**src/rtl/sd_init_pkg.sv**
```systemverilog
// Shared types and constants for the SD SPI-mode power-up sequencer.
// Holds FSM/step enums, command indices, CRC7 values and error codes.
package sd_init_pkg;

  typedef enum logic [2:0] {
    IDLE,
    ISSUE,
    WAIT,
    CHECK,
    DONE,
    ERROR
  } state_t;

  typedef enum logic [2:0] {
    S_CMD0,
    S_CMD8,
    S_CMD55,
    S_ACMD41,
    S_CMD58
  } step_t;

  localparam logic [5:0] CMD0_IDX   = 6'd0;
  localparam logic [5:0] CMD8_IDX   = 6'd8;
  localparam logic [5:0] CMD55_IDX  = 6'd55;
  localparam logic [5:0] ACMD41_IDX = 6'd41;
  localparam logic [5:0] CMD58_IDX  = 6'd58;

  localparam logic [6:0] CRC_CMD0      = 7'h4A;
  localparam logic [6:0] CRC_CMD8      = 7'h43;
  localparam logic [6:0] CRC_CMD55     = 7'h32;
  localparam logic [6:0] CRC_ACMD41_HC = 7'h3B;
  localparam logic [6:0] CRC_ACMD41_SC = 7'h72;
  localparam logic [6:0] CRC_CMD58     = 7'h7E;

  localparam logic [31:0] ARG_CMD8  = 32'h0000_01AA;
  localparam logic [31:0] ARG_HCS   = 32'h4000_0000;

  localparam logic [7:0] R1_READY   = 8'h00;
  localparam logic [7:0] R1_IDLE    = 8'h01;
  localparam logic [7:0] R1_ILLEGAL = 8'h05;

  localparam int RESP_BYTES = 5;

  localparam logic [2:0] ERR_NONE    = 3'd0;
  localparam logic [2:0] ERR_CMD0    = 3'd1;
  localparam logic [2:0] ERR_CMD8    = 3'd2;
  localparam logic [2:0] ERR_CMD55   = 3'd3;
  localparam logic [2:0] ERR_ACMD41  = 3'd4;
  localparam logic [2:0] ERR_TIMEOUT = 3'd5;
  localparam logic [2:0] ERR_CMD58   = 3'd6;
  localparam logic [2:0] ERR_WDOG    = 3'd7;

  typedef struct packed {
    logic [5:0]  cmd;
    logic [31:0] arg;
    logic [6:0]  crc;
    logic        long_resp;
  } cmd_fields_t;

  function automatic cmd_fields_t step_fields(
    input step_t s,
    input logic  hcs
  );
    cmd_fields_t f;
    f = '0;
    unique case (s)
      S_CMD0: begin
        f.cmd = CMD0_IDX;
        f.crc = CRC_CMD0;
      end
      S_CMD8: begin
        f.cmd = CMD8_IDX;
        f.arg = ARG_CMD8;
        f.crc = CRC_CMD8;
        f.long_resp = 1'b1;
      end
      S_CMD55: begin
        f.cmd = CMD55_IDX;
        f.crc = CRC_CMD55;
      end
      S_ACMD41: begin
        f.cmd = ACMD41_IDX;
        f.arg = hcs ? ARG_HCS : 32'h0;
        f.crc = hcs ? CRC_ACMD41_HC
                    : CRC_ACMD41_SC;
      end
      S_CMD58: begin
        f.cmd = CMD58_IDX;
        f.crc = CRC_CMD58;
        f.long_resp = 1'b1;
      end
      default: f = '0;
    endcase
    return f;
  endfunction

endpackage

```
**src/rtl/sd_resp_capture.sv**
```systemverilog
// Five-byte response snoop buffer: cleared to FF, captures in-range writes.
// Ports: clk, rst, clr, en, wr, addr, data -> bytes[4:0] (byte 0 is R1).
module sd_resp_capture
  import sd_init_pkg::*;
#(
  parameter int AW = 4
) (
  input  logic           clk,
  input  logic           rst,
  input  logic           clr,
  input  logic           en,
  input  logic           wr,
  input  logic [AW-1:0]  addr,
  input  logic [7:0]     data,
  output logic [4:0][7:0] bytes
);

  logic [4:0][7:0] bytes_q;
  logic [4:0][7:0] bytes_d;

  always_comb begin
    bytes_d = bytes_q;
    if (clr) begin
      bytes_d = {RESP_BYTES{8'hFF}};
    end else if (en && wr &&
                 addr < AW'(RESP_BYTES)) begin
      bytes_d[addr[2:0]] = data;
    end
  end

  always_ff @(posedge clk) begin
    if (rst) begin
      bytes_q <= {RESP_BYTES{8'hFF}};
    end else begin
      bytes_q <= bytes_d;
    end
  end

  assign bytes = bytes_q;

endmodule

```
**src/rtl/sd_init_sequencer.sv**
```systemverilog
// SPI-mode SD power-up sequencer driving sd_controller (CMD0/8/55/41/58).
// Ports: init_* host handshake, sd_* command bus, resp_* snoop of R1/R3/R7.
// Optional SD_INIT_WATCHDOG_EN adds a per-command sd_done timeout (code 7).
module sd_init_sequencer
  import sd_init_pkg::*;
#(
  parameter int MEMORY_SIZE_IN_BYTES = 10,
  parameter int ACMD41_MAX_TRIES = 1000,
  parameter int WATCHDOG_CYCLES = 100000,
  localparam int AW = $clog2(MEMORY_SIZE_IN_BYTES)
) (
  input  logic          clk,
  input  logic          rst,
  input  logic          init_start,
  output logic          init_busy,
  output logic          init_done,
  output logic          init_error,
  output logic [2:0]    err_code,
  output logic          sdhc,
  output logic [5:0]    sd_cmd,
  output logic [31:0]   sd_arg,
  output logic [6:0]    sd_crc,
  output logic [AW-1:0] sd_nresponse,
  output logic          sd_start,
  input  logic          sd_done,
  input  logic          resp_wr,
  input  logic [AW-1:0] resp_addr,
  input  logic [7:0]    resp_data
);

  state_t state_q, state_d;
  step_t  step_q, step_d;

  logic [15:0]   tries_q, tries_d;
  logic          hcs_q, hcs_d;
  logic          sdhc_q, sdhc_d;
  logic [2:0]    err_q, err_d;
  logic [5:0]    cmd_q, cmd_d;
  logic [31:0]   arg_q, arg_d;
  logic [6:0]    crc_q, crc_d;
  logic [AW-1:0] nresp_q, nresp_d;

  logic [4:0][7:0] rbuf;
  cmd_fields_t     f;

`ifdef SD_INIT_WATCHDOG_EN
  localparam int WDW = $clog2(WATCHDOG_CYCLES + 1);
  logic [WDW-1:0] wd_q, wd_d;
`endif

  sd_resp_capture #(
    .AW(AW)
  ) u_cap (
    .clk  (clk),
    .rst  (rst),
    .clr  (state_q == ISSUE),
    .en   (state_q == WAIT),
    .wr   (resp_wr),
    .addr (resp_addr),
    .data (resp_data),
    .bytes(rbuf)
  );

  always_comb begin
    state_d = state_q;
    step_d  = step_q;
    tries_d = tries_q;
    hcs_d   = hcs_q;
    sdhc_d  = sdhc_q;
    err_d   = err_q;
    cmd_d   = cmd_q;
    arg_d   = arg_q;
    crc_d   = crc_q;
    nresp_d = nresp_q;
`ifdef SD_INIT_WATCHDOG_EN
    wd_d    = wd_q;
`endif

    unique case (state_q)
      IDLE, DONE, ERROR: begin
        if (init_start) begin
          sdhc_d  = 1'b0;
          hcs_d   = 1'b0;
          err_d   = ERR_NONE;
          tries_d = '0;
          step_d  = S_CMD0;
          state_d = ISSUE;
        end
      end
      ISSUE: begin
        state_d = WAIT;
`ifdef SD_INIT_WATCHDOG_EN
        wd_d = '0;
`endif
      end
      WAIT: begin
        if (sd_done) begin
          state_d = CHECK;
        end
`ifdef SD_INIT_WATCHDOG_EN
        else if (wd_q ==
                 WDW'(WATCHDOG_CYCLES - 1)) begin
          err_d   = ERR_WDOG;
          state_d = ERROR;
        end else begin
          wd_d = wd_q + 1'b1;
        end
`endif
      end
      CHECK: begin
        state_d = ISSUE;
        unique case (step_q)
          S_CMD0: begin
            if (rbuf[0] == R1_IDLE) begin
              step_d = S_CMD8;
            end else begin
              err_d   = ERR_CMD0;
              state_d = ERROR;
            end
          end
          S_CMD8: begin
            // R7 echo of voltage/check pattern marks a v2 card
            if (rbuf[0] == R1_IDLE &&
                rbuf[3][3:0] == 4'h1 &&
                rbuf[4] == 8'hAA) begin
              hcs_d  = 1'b1;
              step_d = S_CMD55;
            end else if (rbuf[0] ==
                         R1_ILLEGAL) begin
              hcs_d  = 1'b0;
              step_d = S_CMD55;
            end else begin
              err_d   = ERR_CMD8;
              state_d = ERROR;
            end
          end
          S_CMD55: begin
            if (rbuf[0] == R1_READY ||
                rbuf[0] == R1_IDLE) begin
              step_d = S_ACMD41;
            end else begin
              err_d   = ERR_CMD55;
              state_d = ERROR;
            end
          end
          S_ACMD41: begin
            unique case (1'b1)
              rbuf[0] == R1_READY: begin
                if (hcs_q) begin
                  step_d = S_CMD58;
                end else begin
                  sdhc_d  = 1'b0;
                  state_d = DONE;
                end
              end
              rbuf[0] == R1_IDLE: begin
                tries_d = tries_q + 16'd1;
                if (tries_d ==
                    16'(ACMD41_MAX_TRIES)) begin
                  err_d   = ERR_TIMEOUT;
                  state_d = ERROR;
                end else begin
                  step_d = S_CMD55;
                end
              end
              default: begin
                err_d   = ERR_ACMD41;
                state_d = ERROR;
              end
            endcase
          end
          S_CMD58: begin
            if (rbuf[0] == R1_READY) begin
              sdhc_d  = rbuf[1][6];
              state_d = DONE;
            end else begin
              err_d   = ERR_CMD58;
              state_d = ERROR;
            end
          end
          default: begin
            state_d = IDLE;
          end
        endcase
      end
      default: begin
        state_d = IDLE;
      end
    endcase

    // Fields load on entry so they are valid with the sd_start pulse
    f = step_fields(step_d, hcs_d);
    if (state_d == ISSUE) begin
      cmd_d   = f.cmd;
      arg_d   = f.arg;
      crc_d   = f.crc;
      nresp_d = f.long_resp ? AW'(5) : AW'(1);
    end
  end

  always_ff @(posedge clk) begin
    if (rst) begin
      state_q <= IDLE;
      step_q  <= S_CMD0;
      tries_q <= '0;
      hcs_q   <= 1'b0;
      sdhc_q  <= 1'b0;
      err_q   <= ERR_NONE;
      cmd_q   <= '0;
      arg_q   <= '0;
      crc_q   <= '0;
      nresp_q <= '0;
`ifdef SD_INIT_WATCHDOG_EN
      wd_q    <= '0;
`endif
    end else begin
      state_q <= state_d;
      step_q  <= step_d;
      tries_q <= tries_d;
      hcs_q   <= hcs_d;
      sdhc_q  <= sdhc_d;
      err_q   <= err_d;
      cmd_q   <= cmd_d;
      arg_q   <= arg_d;
      crc_q   <= crc_d;
      nresp_q <= nresp_d;
`ifdef SD_INIT_WATCHDOG_EN
      wd_q    <= wd_d;
`endif
    end
  end

  assign init_busy = (state_q == ISSUE) ||
                     (state_q == WAIT)  ||
                     (state_q == CHECK);
  assign init_done    = (state_q == DONE);
  assign init_error   = (state_q == ERROR);
  assign err_code     = err_q;
  assign sdhc         = sdhc_q;
  assign sd_cmd       = cmd_q;
  assign sd_arg       = arg_q;
  assign sd_crc       = crc_q;
  assign sd_nresponse = nresp_q;
  assign sd_start     = (state_q == ISSUE);

endmodule
```
**config.mk**
```make
export PLATFORM = sky130hd
export DESIGN_NAME = sd_init_sequencer
export DESIGN_NICKNAME = d
export VERILOG_FILES = /design/src/rtl/sd_init_pkg.sv /design/src/rtl/sd_resp_capture.sv /design/src/rtl/sd_init_sequencer.sv
export SDC_FILE = /design/constraint.sdc
export NUM_CORES = 1
export LEC_CHECK = 0
export CORE_MARGIN = 2
export CORE_UTILIZATION = 47
export CTS_CLUSTER_DIAMETER = 80
export DETAILED_ROUTE_END_ITERATION = 6
export PLACE_DENSITY_LB_ADDON = 0.15
export SYNTH_ARGS = -nofsm -noshare
export SYNTH_HDL_FRONTEND = slang
export SYNTH_SLANG_ARGS = --single-unit
```
**constraint.sdc**
```tcl
create_clock -name clk -period 3.04 [get_ports clk]
set_clock_uncertainty 0.2 [all_clocks]
set_input_delay 0.608 -clock clk [delete_from_list [all_inputs] [get_ports clk]]
set_output_delay 0.608 -clock clk [all_outputs]
set_load 0.005 [all_outputs]
```
# Yosys cells after proc, flatten, opt, wreduce, memory -nomap -nowiden
# Cells that the tools add are included.
[totals] reg_bits=116 latch_bits=0 ram_bits=0 mem_bits_ro=0 in_bits=17 out_inout_bits=57 n_memories=0
[classes] addsub=1 n_mul=0 n_div=0 n_lt_le_gt_ge=3 n_eq_ne=34 shifts=0 mux=57 n_bitwise=0 reduce_logical=19
[ops] cell="2-to-1 mux 3 bit" n=23
[ops] cell="case mux 31 bit (2 select lines)" n=1
[ops] cell="2-to-1 mux 16 bit" n=3
[ops] cell="bitwise mux 40 bit" n=1
[ops] cell="case mux 7 bit (5 select lines)" n=1
[ops] cell="case mux 16 bit (2 select lines)" n=1
[ops] cell="2-to-1 mux 31 bit" n=1
[ops] cell="case mux 3 bit (2 select lines)" n=5
[ops] cell="case mux 3 bit (5 select lines)" n=2
[ops] cell="inequality test 3 bit (second input constant)" n=9
[ops] cell="demux 8 bit (select 3 bit)" n=1
[ops] cell="case mux 3 bit (4 select lines)" n=2
[ops] cell="case mux 6 bit (4 select lines)" n=1
[ops] cell="equality test 3 x 2 -> 1 bit (second input constant)" n=6
[ops] cell="adder 16 x 1 -> 16 bit (second input constant)" n=1
[ops] cell="equality test 16 x 10 -> 1 bit (second input constant)" n=1
[ops] cell="equality test 3 x 1 -> 1 bit (second input constant)" n=4
[ops] cell="equality test 3 bit (second input constant)" n=4
[ops] cell="2-to-1 mux 1 bit" n=10
[ops] cell="AND reduction 10 bit" n=1
[ops] cell="logical NOT 3 bit" n=3
[ops] cell="equality test 8 x 1 -> 1 bit (second input constant)" n=1
[ops] cell="equality test 8 x 3 -> 1 bit (second input constant)" n=1
[ops] cell="equality test 8 bit (second input constant)" n=1
[ops] cell="20 further kinds" n=30

# Depth between registers and ports, before layout
[depth] word_depth=10 depth_mapped=11 depth_no_buf=9

# By module
# A second synthesis with hierarchy kept.
[unflattened] cells_unflattened=527 hier_area_um2=4645.7
[modules_own_cells] mod="sd_init_sequencer" instances=1 cells_each=382 area_each_um2=3099.2 seq_area_each_um2=840.8
[modules_own_cells] mod="sd_resp_capture" instances=1 cells_each=145 area_each_um2=1546.5 seq_area_each_um2=800.8

# Least setup slack after synthesis
# Ideal clock, no wire load.
[synth_timing] path_type="register -> register" from="register tries_q[0]" to="register cmd_q[5], in the netlist sd_cmd[5]" setup_time_ps=127 arrival_ps=2874 required_ps=2713 path_slack_ps=-161 stages_incl_launch_ff=11 synth_period_minus_slack_ps=3201 path_cell_list="dfxtp_1 ha_1 nand4_1 nor4_1 mux2i_1 o311ai_1 or4_1 buf_2 a21o_2 a211oi_1 nor3_1"
[synth_between] elab_chain_cells=8
[synth_lines] element="from (decl)" line_no="sd_init_sequencer.sv:34" source="logic [15:0] tries_q, tries_d;"
[synth_lines] element="from (signal assigned)" line_no="sd_init_sequencer.sv:219" source="tries_q <= tries_d;"
[synth_lines] element="adder 16 x 1 -> 16 bit (*)" line_no="sd_init_sequencer.sv:157" source="tries_d = tries_q + 16'd1;"
[synth_lines] element="equality test 16 x 10 -> 1 bit (*)" line_no="sd_init_sequencer.sv:158" source="if (tries_d =="
[synth_lines] element="2-to-1 mux 3 bit" line_no="sd_init_sequencer.sv:158"
[synth_lines] element="case mux 3 bit (2 select lines)" line_no="sd_init_sequencer.sv:147" source="unique case (1'b1)"
[synth_lines] element="case mux 3 bit (4 select lines)" line_no="sd_init_sequencer.sv:112" source="unique case (step_q)"
[synth_lines] element="case mux 3 bit (2 select lines)" line_no="sd_init_sequencer.sv:79" source="unique case (state_q)"
[synth_lines] element="equality test 3 bit, or another cell as far along" line_no="sd_init_pkg.sv:66" source="unique case (s)"
[synth_lines] element="case mux 6 bit (4 select lines)" line_no="sd_init_pkg.sv:66"
[synth_lines] element="to (signal assigned)" line_no="sd_init_sequencer.sv:223" source="cmd_q <= cmd_d;"
[synth_lines] element="to (decl)" line_no="sd_init_sequencer.sv:38" source="logic [5:0] cmd_q, cmd_d;"
# Mark *: on every way between the ends. The rest lies on a longest branch, timed or not.
# A chain may end at the register's enable or synchronous reset.

# Worst setup path after layout
[layout_timing] from="register tries_q[1]" to="register cmd_q[3], in the netlist sd_cmd[3]"
# The elaborated chain is that of the path after synthesis.

==> out/results.ini <==
[status]
status=finished clean

[drt]
via_count=3211
drtPass1Iterations=5
routedWlPerCell_um=13.7
drcViolationCount=0
via_per_inst=5.39
routed_wl_mm=8.16
first_iter_violations=131
postRouteAntennaNets=0

[sta]
fmax_mhz=344
min_period_over_period_pct=95.6
worst_pin_slew_ps=606
finalCriticalPeriod_ps=2910
fin_setup_tns_ps=0
slew_violations=0
setup_viol=0
relSlewSlack_pct=59.6
finalHoldViolCount=0
setup_ws_ps=135

[grt]
grt_pass1_wl_mm=13.6
grt_max_degree=22
grt_pass1_vias=2912
grt_usage_pct=20.0
met3_usage_pct=4.32
grt_overflow=0
use_met2_pct=32.5
busiest_layer=met2
grtUsageMet1_pct=25.7
antenna_found_initial=0

[worst_setup_path]
cp_slowest_cell=or4_4
cp_num_buf_inv=3
cpPeakStageDelay_ps=610
required_ps=3060
start_kind=register
path_common_cell=buf_4
worst-setup-path-type=reg -> reg
endpoint_kind=register
worst-path-max-fanout=6
path_delay_family=simple AND/OR/NAND/NOR gates
crit_chain=ha_1 -> nand4_1 -> buf_4 -> buf_4 -> nor2_2 -> xor2_1 -> nand3_1 -> or4_4 -> a21o_2 -> buf_4 -> nand2_1 -> a311oi_2
r2r_slack_ps=130
worstPathArrival_ps=2930

[clock_tree]
clk_latency_ps=350
cts_max_level=3
clkTransAtPathRegs_ps=70
clockBufferDepth=2
cts_tree=done
cts_hold_buf=0
clkSinkCount=63
cts_made_buffers=9
root_buffer=clkbuf_8

[place]
hpwl_mm=5.95
io_buffers=45
place_ws_ps=-40.9
gp_congestion=0.919

[power_and_ir_drop]
switchingPower_mw=0.489
clkPwrFrac_pct=39.0
seqPwrFrac_pct=47.1
power_leakage_nw=1.66
power_density_mw_per_mm2=425
switching_share_pct=26.7
pwr-share-comb_pct=13.9
p_int_mw=1.34
ir_drop_mv=0.194

[floorplanning]
die_w_um=90.9
die_area_mm2=0.00827
die_h_um=90.9
core-area_mm2=0.00729
num_rows=31
start_util_pct=48.7
top_level_ports=74

[hold_path]
hold_class=reg -> reg

[synthesis]
syn_area_mm2=0.00355
synth_edf_count=0
synth_area_per_cell_um2=8.13
ys_seq_area_share_pct=35.5
synth_cell_types=68
synth_cells=437
synthFlopType=dfxtp_1
yosys_warnings=0
synth.ff_latch_count=63
synthArstFlopShare_pct=0

[job]
drv_cap=0

[finish]
diodes=0
drive_above_1_share_pct=14.3
layout.nets=511
area_growth_pct=21.5

-- per-layer routing --
layer / part of all wire (%) / vias to the layer above
met1: 47 / 1512
met2: 47 / 78
met5: 0 / -
met3: 4.3 / 13
li1: - / 1608
met4: 1.8 / 0
-- Yosys cell counts (2+ instances only) --
cell       n  share of area, %
a211oi_1   7               1.5
a21oi_1   40               5.6
a31o_2     2              0.49
a31oi_1    4              0.70
and2_1     3              0.53
and3_1     2              0.35
buf_2      3              0.42
buf_4     37               7.8
buf_6      2              0.63
clkbuf_1  15               1.6
dfxtp_1   63                36
ha_1       2              0.70
inv_1      4              0.42
mux2i_1   25               7.0
nand2_1   51               5.4
nand2b_1   4              0.70
nand3_1   12               1.7
nand3b_1   3              0.63
nand4_1    5              0.88
nand4b_1   4              0.99
nor2_1    47               5.0
nor2b_1    4              0.70
nor3_1    10               1.4
nor3b_1    3              0.63
nor4_1     5              0.88
nor4b_1    3              0.74
nor4b_2    2              0.85
nor4bb_1   2              0.56
o21a_1     2              0.42
o21ai_0   20               2.8
o22a_1     2              0.49
or2_2      3              0.53
or3_1      4              0.70
or4_1      4              0.85
xnor2_1    5               1.2
-- layout by cell type (no fill, tap or decap), drive strengths merged, types with 5 or more instances in the layout --
master / instances
nand3: 12
mux2i: 25
nand2: 51
nor4b: 5
a211oi: 7
buf: 30
or4: 5
nand4: 5
nor2: 48
xnor2: 5
conb: 28
clkbuf: 10
nor4: 6
clkdlybuf4s50: 45
dfxtp: 63
a31oi: 5
nor3: 10
o21ai: 20
a21oi: 40
-- metrics by stage --
stage	hold slack, ps	total power [mW]	cell area, um2	utilization [%]	std cells
detailed placement	251	1.13	4070	55.8	578
global route	288	1.92	4320	59.2	596
floorplan	233	1.05	3660	-	464
global placement	242	1.13	4070	55.8	578
CTS	265	1.84	4270	58.6	594
finish	258	1.83	4320	59.2	596
-- state kept, by name (all words and copies together) (netlist names) --
signal	flops
u_cap.bytes	21
tries_q	16
sd_crc	6
sd_cmd	5
err_code	3
state_q	3
step_q	3
sd_arg	2
sd_nresponse	2
hcs_q	1
sdhc	1
-- final cells by class --
cell class	instances	area [um2]
Clock buffer	10	128
Clock inverter	6	61.3
Fill cell	715	2980
Inverter	4	15.0
Multi-Input combinational cell	339	2050
Sequential cell	63	1260
Tap cell	99	124
Timing Repair Buffer	75	676
-- worst register-to-register path, stage by stage (launching register included) --
cell and delay (ps):
dfxtp_1 380, ha_1 190, nand4_1 110, buf_4 180, buf_4 140, nor2_2 150
xor2_1 160, nand3_1 110, or4_4 610, a21o_2 240, buf_4 160, nand2_1 90
a311oi_2 90
-- final timing paths --
| kind | start | endpoint | cells past startpoint |
|---|---|---|---|
| setup / recovery | tries_q[1] | sd_cmd[3] | 12 |
| hold reg to reg | sd_cmd[0] | sd_cmd[0] | 2 |
| setup reg to reg | tries_q[1] | sd_cmd[3] | 12 |
| hold / removal | sd_cmd[0] | sd_cmd[0] | 2 |
-- cell families (layout without fill, tap and decap cells) --
logic type	Yosys count	count (layout)	share of synthesized area (%)
buffers and inverters	62	95	11.0
XOR/XNOR	6	6	1.48
AO/OA/AOI/OAI	97	97	17.6
other	1	28	0.106
flip-flops	63	63	35.5
adder cells (fa/ha/maj)	2	2	0.704
AND/OR/NAND/NOR	181	181	26.5
multiplexers	25	25	7.04
-- power by group through the flow --
| stage | combinational (mW) | clock (mW) | sequential [mW] |
|---|---|---|---|
| 2_1_floorplan | 0.173 | 0 | 0.878 |
| 3_3_place_gp | 0.245 | 0 | 0.882 |
| 3_5_place_dp | 0.248 | 0 | 0.883 |
| 4_1_cts | 0.249 | 0.731 | 0.864 |
| 5_1_grt | 0.281 | 0.769 | 0.867 |
| 6_report | 0.255 | 0.715 | 0.864 |
-- repair_timing --
item / in CTS / in global routing
gates cloned: 0 / 0
endpoints found under the setup margin: 12 / 16
pin swaps: 0 / 2
gates resized for setup: 3 / 8
buffers inserted: 0 / 2
(Power assumes the default switching activity.)
